--- config.mk ---
export PLATFORM = sky130hd
export DESIGN_NAME = mem_access_unit
export DESIGN_NICKNAME = d
export VERILOG_FILES = /design/src/rtl/mem_access_unit.sv
export SDC_FILE = /design/constraint.sdc
export NUM_CORES = 1
export LEC_CHECK = 0
export CAP_MARGIN = 20
export CORE_MARGIN = 3
export CORE_UTILIZATION = 45
export DETAILED_ROUTE_END_ITERATION = 12
export PLACE_DENSITY = 0.87
export SYNTH_ARGS = -nofsm -noshare
export SYNTH_HDL_FRONTEND = slang
export SYNTH_SLANG_ARGS = --single-unit
--- constraint.sdc ---
create_clock -name clk_i -period 7.5 [get_ports clk_i]
set_input_delay 1.875 -clock clk_i [delete_from_list [all_inputs] [get_ports clk_i]]
set_output_delay 1.875 -clock clk_i [all_outputs]
set_load 0.1 [all_outputs]
--- src/rtl/mem_access_unit.sv ---
// MEM-stage load/store unit: single-outstanding req/ack data port, store lane
// alignment, load extension, and a registered MEM/WB payload with fault flag.
module mem_access_unit #(
    parameter int DATA_WIDTH  = 32,
    parameter int ACK_TIMEOUT = 255
) (
    input  logic                  clk_i,
    input  logic                  rst_i,
    input  logic                  in_valid_i,
    input  logic [DATA_WIDTH-1:0] alu_result_i,
    input  logic [DATA_WIDTH-1:0] rd_data2_i,
    input  logic [2:0]            funct3_i,
    input  logic [4:0]            rd_addr_i,
    input  logic [DATA_WIDTH-1:0] pc_plus4_i,
    input  logic                  RegWrite_i,
    input  logic                  MemRead_i,
    input  logic                  MemWrite_i,
    input  logic [1:0]            WBSel_i,
    output logic                  stall_o,
    output logic                  mem_req_o,
    output logic                  mem_we_o,
    output logic [DATA_WIDTH-1:0] mem_addr_o,
    output logic [DATA_WIDTH-1:0] mem_wdata_o,
    output logic [3:0]            mem_wstrb_o,
    input  logic [DATA_WIDTH-1:0] mem_rdata_i,
    input  logic                  mem_ack_i,
    output logic                  wb_valid_o,
    output logic [4:0]            wb_rd_addr_o,
    output logic                  wb_RegWrite_o,
    output logic [1:0]            wb_WBSel_o,
    output logic [DATA_WIDTH-1:0] wb_alu_result_o,
    output logic [DATA_WIDTH-1:0] wb_pc_plus4_o,
    output logic [DATA_WIDTH-1:0] wb_mem_data_o,
    output logic                  wb_fault_o
);

    localparam int CNT_W = $clog2(ACK_TIMEOUT + 1);
    localparam logic [CNT_W-1:0] CNT_MAX = CNT_W'(ACK_TIMEOUT);

    typedef enum logic {
        IDLE,
        WAIT
    } state_t;

    state_t state_q, state_d;

    logic [CNT_W-1:0]      cnt_q;
    logic [1:0]            off_q;
    logic [2:0]            f3_q;
    logic [4:0]            p_rd_addr;
    logic                  p_regwrite;
    logic [1:0]            p_wbsel;
    logic [DATA_WIDTH-1:0] p_alu;
    logic [DATA_WIDTH-1:0] p_pc4;

    logic                  is_access;
    logic                  size_ok;
    logic                  legal;
    logic                  accept;
    logic                  complete;
    logic                  timeout;
    logic [DATA_WIDTH-1:0] st_wdata;
    logic [3:0]            st_wstrb;
    logic [DATA_WIDTH-1:0] shifted;
    logic [DATA_WIDTH-1:0] ld_data;

    // Access legality: size/alignment from funct3, unsigned loads are read-only.
    always_comb begin
        is_access = in_valid_i && (MemRead_i || MemWrite_i);
        size_ok   = 1'b0;
        case (funct3_i)
            3'b000, 3'b100: size_ok = 1'b1;
            3'b001, 3'b101: size_ok = ~alu_result_i[0];
            3'b010:         size_ok = (alu_result_i[1:0] == 2'b00);
            default:        size_ok = 1'b0;
        endcase
        legal = size_ok
              && !(MemRead_i && MemWrite_i)
              && !(funct3_i[2] && MemWrite_i);
    end

    always_comb begin
        st_wdata = rd_data2_i;
        st_wstrb = 4'b1111;
        case (funct3_i[1:0])
            2'b00: begin
                st_wdata = {4{rd_data2_i[7:0]}};
                st_wstrb = 4'b0001 << alu_result_i[1:0];
            end
            2'b01: begin
                st_wdata = {2{rd_data2_i[15:0]}};
                st_wstrb = 4'b0011 << alu_result_i[1:0];
            end
            default: begin
                st_wdata = rd_data2_i;
                st_wstrb = 4'b1111;
            end
        endcase
        if (!MemWrite_i) begin
            st_wstrb = '0;
        end
    end

    always_comb begin
        shifted = mem_rdata_i >> {off_q, 3'b000};
        ld_data = '0;
        case (f3_q)
            3'b000:  ld_data = {{24{shifted[7]}}, shifted[7:0]};
            3'b100:  ld_data = {24'b0, shifted[7:0]};
            3'b001:  ld_data = {{16{shifted[15]}}, shifted[15:0]};
            3'b101:  ld_data = {16'b0, shifted[15:0]};
            3'b010:  ld_data = mem_rdata_i;
            default: ld_data = '0;
        endcase
    end

    always_ff @(posedge clk_i) begin
        if (rst_i) begin
            state_q <= IDLE;
        end else begin
            state_q <= state_d;
        end
    end

    // Reset gates everything so stall_o is low in the reset cycle.
    always_comb begin
        state_d  = state_q;
        stall_o  = 1'b0;
        accept   = 1'b0;
        complete = 1'b0;
        timeout  = 1'b0;
        if (!rst_i) begin
            case (state_q)
                IDLE: begin
                    if (is_access && legal) begin
                        accept  = 1'b1;
                        stall_o = 1'b1;
                        state_d = WAIT;
                    end
                end
                WAIT: begin
                    stall_o = ~mem_ack_i;
                    if (mem_ack_i) begin
                        complete = 1'b1;
                        state_d  = IDLE;
                    end else if (cnt_q == CNT_MAX) begin
                        timeout = 1'b1;
                        state_d = IDLE;
                    end
                end
            endcase
        end
    end

    always_ff @(posedge clk_i) begin
        if (rst_i) begin
            cnt_q           <= '0;
            off_q           <= '0;
            f3_q            <= '0;
            p_rd_addr       <= '0;
            p_regwrite      <= 1'b0;
            p_wbsel         <= '0;
            p_alu           <= '0;
            p_pc4           <= '0;
            mem_req_o       <= 1'b0;
            mem_we_o        <= 1'b0;
            mem_addr_o      <= '0;
            mem_wdata_o     <= '0;
            mem_wstrb_o     <= '0;
            wb_valid_o      <= 1'b0;
            wb_rd_addr_o    <= '0;
            wb_RegWrite_o   <= 1'b0;
            wb_WBSel_o      <= '0;
            wb_alu_result_o <= '0;
            wb_pc_plus4_o   <= '0;
            wb_mem_data_o   <= '0;
            wb_fault_o      <= 1'b0;
        end else begin
            wb_valid_o <= 1'b0;
            if (accept) begin
                mem_req_o   <= 1'b1;
                mem_we_o    <= MemWrite_i;
                mem_addr_o  <= {alu_result_i[DATA_WIDTH-1:2], 2'b00};
                mem_wdata_o <= st_wdata;
                mem_wstrb_o <= st_wstrb;
                off_q       <= alu_result_i[1:0];
                f3_q        <= funct3_i;
                p_rd_addr   <= rd_addr_i;
                p_regwrite  <= RegWrite_i;
                p_wbsel     <= WBSel_i;
                p_alu       <= alu_result_i;
                p_pc4       <= pc_plus4_i;
                cnt_q       <= '0;
            end else if (state_q == IDLE && in_valid_i) begin
                // Non-access or faulting access retires immediately without a request.
                wb_valid_o      <= 1'b1;
                wb_rd_addr_o    <= rd_addr_i;
                wb_RegWrite_o   <= RegWrite_i && !is_access;
                wb_WBSel_o      <= WBSel_i;
                wb_alu_result_o <= alu_result_i;
                wb_pc_plus4_o   <= pc_plus4_i;
                wb_mem_data_o   <= '0;
                wb_fault_o      <= is_access;
            end else if (complete || timeout) begin
                mem_req_o       <= 1'b0;
                wb_valid_o      <= 1'b1;
                wb_rd_addr_o    <= p_rd_addr;
                wb_RegWrite_o   <= p_regwrite && complete;
                wb_WBSel_o      <= p_wbsel;
                wb_alu_result_o <= p_alu;
                wb_pc_plus4_o   <= p_pc4;
                wb_mem_data_o   <= (complete && !mem_we_o) ? ld_data : '0;
                wb_fault_o      <= timeout;
            end else if (state_q == WAIT) begin
                cnt_q <= cnt_q + 1'b1;
            end
        end
    end

endmodule
### Yosys cells after proc, flatten, opt, wreduce, memory -nomap -nowiden

Index checks and enable logic that the tools add are counted.

| word-level totals | value |
|---|---|
| register bits after elaboration | 260 |
| input bits | 145 |
| output and inout bits | 177 |
| logic and storage cells | 111 |

| operators by class | value |
|---|---|
| $add $sub $neg | 1 |
| equality and inequality tests | 11 |
| shift operators | 3 |
| multiplexer cells | 40 |
| bitwise logic cells | 6 |
| reduce and logical (&&, ||, !) cells | 28 |

Operator list:

| kind | number |
|---|---|
| $mux 32 | 7 |
| $pmux 32 s5 | 1 |
| $pmux 32 s2 | 1 |
| $shr 32x5->16 | 1 |
| $mux 1 | 22 |
| $eq 3x3->1 const B | 4 |
| $logic_and 1x1->1 | 10 |
| $mux 5 | 2 |
| $add 8x1->8 const B | 1 |
| $eq 8x8->1 const B | 1 |
| $pmux 4 s2 | 1 |
| $eq 3x1->1 const B | 2 |
| $eq 3x2->1 const B | 2 |
| $logic_not 3->1 | 2 |
| $not 1->1 | 6 |
| $reduce_or 2->1 | 3 |
| $logic_not 1->1 | 4 |
| $logic_not 2->1 | 2 |
| $mux 2 | 2 |
| $mux 4 | 1 |
| $pmux 1 s2 | 2 |
| $reduce_and 2->1 | 2 |
| $reduce_bool 2->1 | 2 |
| $shl 1x2->4 const A | 1 |
| 6 further kinds | 7 |

### Longest topological paths before layout

| depth | value |
|---|---|
| depth in word-level cells | 11 |
| depth in mapped cells | 9 |
| depth with buffers taken out | 6 |

### Worst setup path after synthesis

OpenSTA, ideal clock, no wires.

| path | value |
|---|---|
| kind | in2out |
| start | input funct3_i[0] |
| end | output stall_o |
| arrival | 4124 ps |
| data required time | 5625 ps |
| path slack | 1501 ps |
| cell stages on the path | 8 |
| path buffers | 4 |
| path through | buf_2 nor4_2 nor3_1 or4_1 buf_2 buf_6 buf_6 o21ai_1 |

| between the ends | value |
|---|---|
| word-level cells in the longest chain between the ends | 9 |
| elaborated cells on any way between the ends | 14 |
| those cells by class | 4 x eq/ne; 4 x mux; 6 x reduce/logical |

Ends and longest elaborated chain:

| what | line | RTL |
|---|---|---|
| start, declared | 12 | `input logic [2:0] funct3_i,` |
| $eq 3x1->1, or another cell as far along | 71 | `case (funct3_i)` |
| $reduce_or 2->1 | 71 |  |
| $pmux 1 s3 * | 71 |  |
| $logic_and 1x1->1 * | 78 | `&& !(MemRead_i && MemWrite_i)` |
| $logic_and 1x1->1 * | 79 | `&& !(funct3_i[2] && MemWrite_i);` |
| $logic_and 1x1->1 * | 135 | `if (is_access && legal) begin` |
| $mux 1 * | 135 |  |
| $pmux 1 s2 * | 133 | `case (state_q)` |
| $mux 1 * | 132 | `if (!rst_i) begin` |
| end, declared | 19 | `output logic stall_o,` |

Mark *: on every way between the ends. The rest lies on a longest branch, timed or not.

### Worst setup path after layout

Same ends and word-level chain as after synthesis.

==> impl_metrics.toml <==
[sta]
finalSetupViolCount = 0
post-route-period-util = 0.769
maxSlewViolCount = 0
hold_viol_final = 0
fmax_ghz = 0.173
skew_ns = 0.0142
worstMarginPinSlew_ns = 1.16
whs_ns = 0.447
final.setup.tns_ns = 0
rsz0062_at_grt = "false"
min_period_ns = 5.77
slew_headroom = 0.225

[synth]
synthTopCellsByCount = "dfxtp_1, nand2_1, a21oi_1, a22o_1, a311oi_1"
synth.distinct_cells = 52
synthArstFlopShare = 0
syn-cell-area_um2 = 9650
yosysMostFrequentCell = "dfxtp_1"
yosysWarnings = 0
seq_area_frac_synth = 0.473
postSynthAreaPerCell_um2 = 9.26
synth_top_area_share = 0.473
syn_inst = 1043
synth.area.top_cells = "dfxtp_1, nand2_1, a22o_1"
synth_seq_cells = 228
yosysTopAreaCell = "dfxtp_1"
synth-edff-count = 0
synth_ff_type = "dfxtp_1"

[clocking]
cts_buffers = 25
h-tree-depth = 1
cts.sinks = 228
clkTransAtPathRegs_ns = 0.06
cts_tree = "yes"
post_cts_buffers = 0
cts.path.max_buffers = 3
cts_root_buf = "clkbuf_16"
cts_hold_buf = 0
cts-resized-gates = 0
clock_latency_ns = 0.52

[pwr]
p_comb_frac = 0.244
p_sw_w = 0.00114
p_per_area_nw_per_um2 = 249
peakVddDrop_uv = 158
leakage_nw = 4.91
p_int_w = 0.00228
power.share.sequential = 0.383
switching_share = 0.333
clkPwrFrac = 0.373

[floorplan]
die_y_um = 152
row_count = 52
coreArea_um2 = 20600
die_area_um2 = 23200
io_pins = 322
dieWidth_um = 152
start_util = 0.468

[grt]
grt_pass1_vias = 9091
grt_max_degree = 99
grt_pass1_wl_um = 50200
antenna_found_initial = 4
grt.overflow.total = 0
grt_usage = 0.259

[setup_path]
crit_arrival_ns = 3.89
cp_max_fo = 5
crit_type = "primary input to output port"
start_kind = "primary input"
path_cells = "clkdlybuf4s50_1, nor4_2, nor3_1, or4_4, o21ai_1, buf_12"
slowest_stage = "clkdlybuf4s50_1"
critPathMaxStageDelay_ns = 0.64
cp_data_required_time_ns = 5.62
endpoint_kind = "output port"

[drt]
drc = 0
vias = 9424
viasPerCell = 5.92
drt_iter0_drc = 634
first_pass_iters = 5
wl_um = 32400
drtAntennaViolNets = 0
wire_per_inst_um = 20.3

[hold_path]
min_path_type = "register to register"

[finish]
multiInputGateArea_um2 = 4590
fin_nets = 1448
drive_above_1_share = 0.0720
n_fill_cell = 1579
ff_latch_area_um2 = 4560
area_growth_pct = 42.1

[run]
cap_violations = 0

[outcome]
outcome = "finished clean"

[placed_design]
port_buffers = 319
gp_congestion = 0.867
hpwl_um = 21000
worst paths after layout:
path | cells past startpoint | slack (ns) | start | to
max reg2reg | 7 | 4.27 | state_q | wb_alu_result_o[19]
min | 2 | 0.45 | mem_wdata_o[24] | mem_wdata_o[24]
min reg2reg | 2 | 0.45 | mem_wdata_o[24] | mem_wdata_o[24]
max | 6 | 1.73 | funct3_i[0] | stall_o
critical path, delay by kind of cell:
kind | cells | cell delay (ns)
and+or+nand+nor | 3 | 0.98
buffers and inverters | 2 | 0.85
AOI/OAI and AO/OA | 1 | 0.17
per-stage QoR:
stage                     setup WS [ns]  area [um2]   util  std cells  total power, W
final                              1.73       13700  0.665       1592         0.00342
after global routing               1.65       13700  0.665       1592         0.00353
after CTS                          1.71       13700  0.665       1589         0.00344
after detailed placement           1.71       12900  0.624       1545         0.00217
after global placement             1.75       12900  0.624       1545         0.00216
after floorplan                    1.50        9660      -       1044         0.00191
power by group through the flow:
stage          clock network [W]  logic, W  registers [W]
6_report                 0.00128  0.000833        0.00131
5_1_grt                  0.00135  0.000865        0.00132
4_1_cts                  0.00130  0.000833        0.00131
3_5_place_dp                   0  0.000830        0.00134
3_3_place_gp                   0  0.000821        0.00133
2_1_floorplan                  0  0.000205        0.00171
cell type report:
class | instances | area share
Inverter | 11 | 0.00301
Antenna cell | 3 | 0.000547
Tap cell | 270 | 0.0246
Timing Repair Buffer | 334 | 0.242
Clock buffer | 31 | 0.0487
Sequential cell | 228 | 0.333
Multi-Input combinational cell | 702 | 0.335
Clock inverter | 13 | 0.0131
cell usage in the layout, fill, tap and decap left out, types with 6 or more instances in the layout:
| cell type | synthesis | routed |
|---|---|---|
| clkdlybuf4s50_1 | 0 | 317 |
| dfxtp_1 | 228 | 228 |
| nand2_1 | 196 | 196 |
| a21oi_1 | 92 | 92 |
| a22o_1 | 82 | 82 |
| a311oi_1 | 65 | 65 |
| o21ai_0 | 59 | 59 |
| mux2i_1 | 34 | 34 |
| a22oi_1 | 25 | 25 |
| clkbuf_16 | 0 | 25 |
| nand2b_1 | 21 | 20 |
| and2_1 | 17 | 17 |
| nor2_1 | 15 | 15 |
| buf_4 | 7 | 15 |
| o21ai_1 | 14 | 14 |
| inv_1 | 10 | 10 |
| mux4_2 | 8 | 8 |
| a311oi_2 | 7 | 7 |
| a2bb2oi_1 | 7 | 7 |
| o32ai_2 | 7 | 7 |
| nor3_1 | 6 | 6 |
logic make-up after synthesis:
family          synth area share
compound gates             0.280
simple gates               0.130
flops                      0.473
buf+inv                   0.0548
mux                       0.0563
xor+xnor                 0.00454
fa+ha+maj                0.00130
other cells             0.000388
per-layer routing:
layer	vias up	routed length, um	track usage
met2	470	16000	0.437
met5	-	13	0
met3	64	2770	0.0537
li1	4332	-	-
met1	4556	12600	0.331
met4	2	989	0.0878
registers in the layout, indices dropped and copies added (netlist names), 3 cells and up:
register	flops
cnt_q	8
p_rd_addr	5
wb_mem_data_o	32
wb_alu_result_o	32
wb_pc_plus4_o	32
mem_wstrb_o	4
p_pc4	32
mem_wdata_o	32
p_alu	31
wb_rd_addr_o	5
f3_q	3
Power figures use the tool's default switching activity.
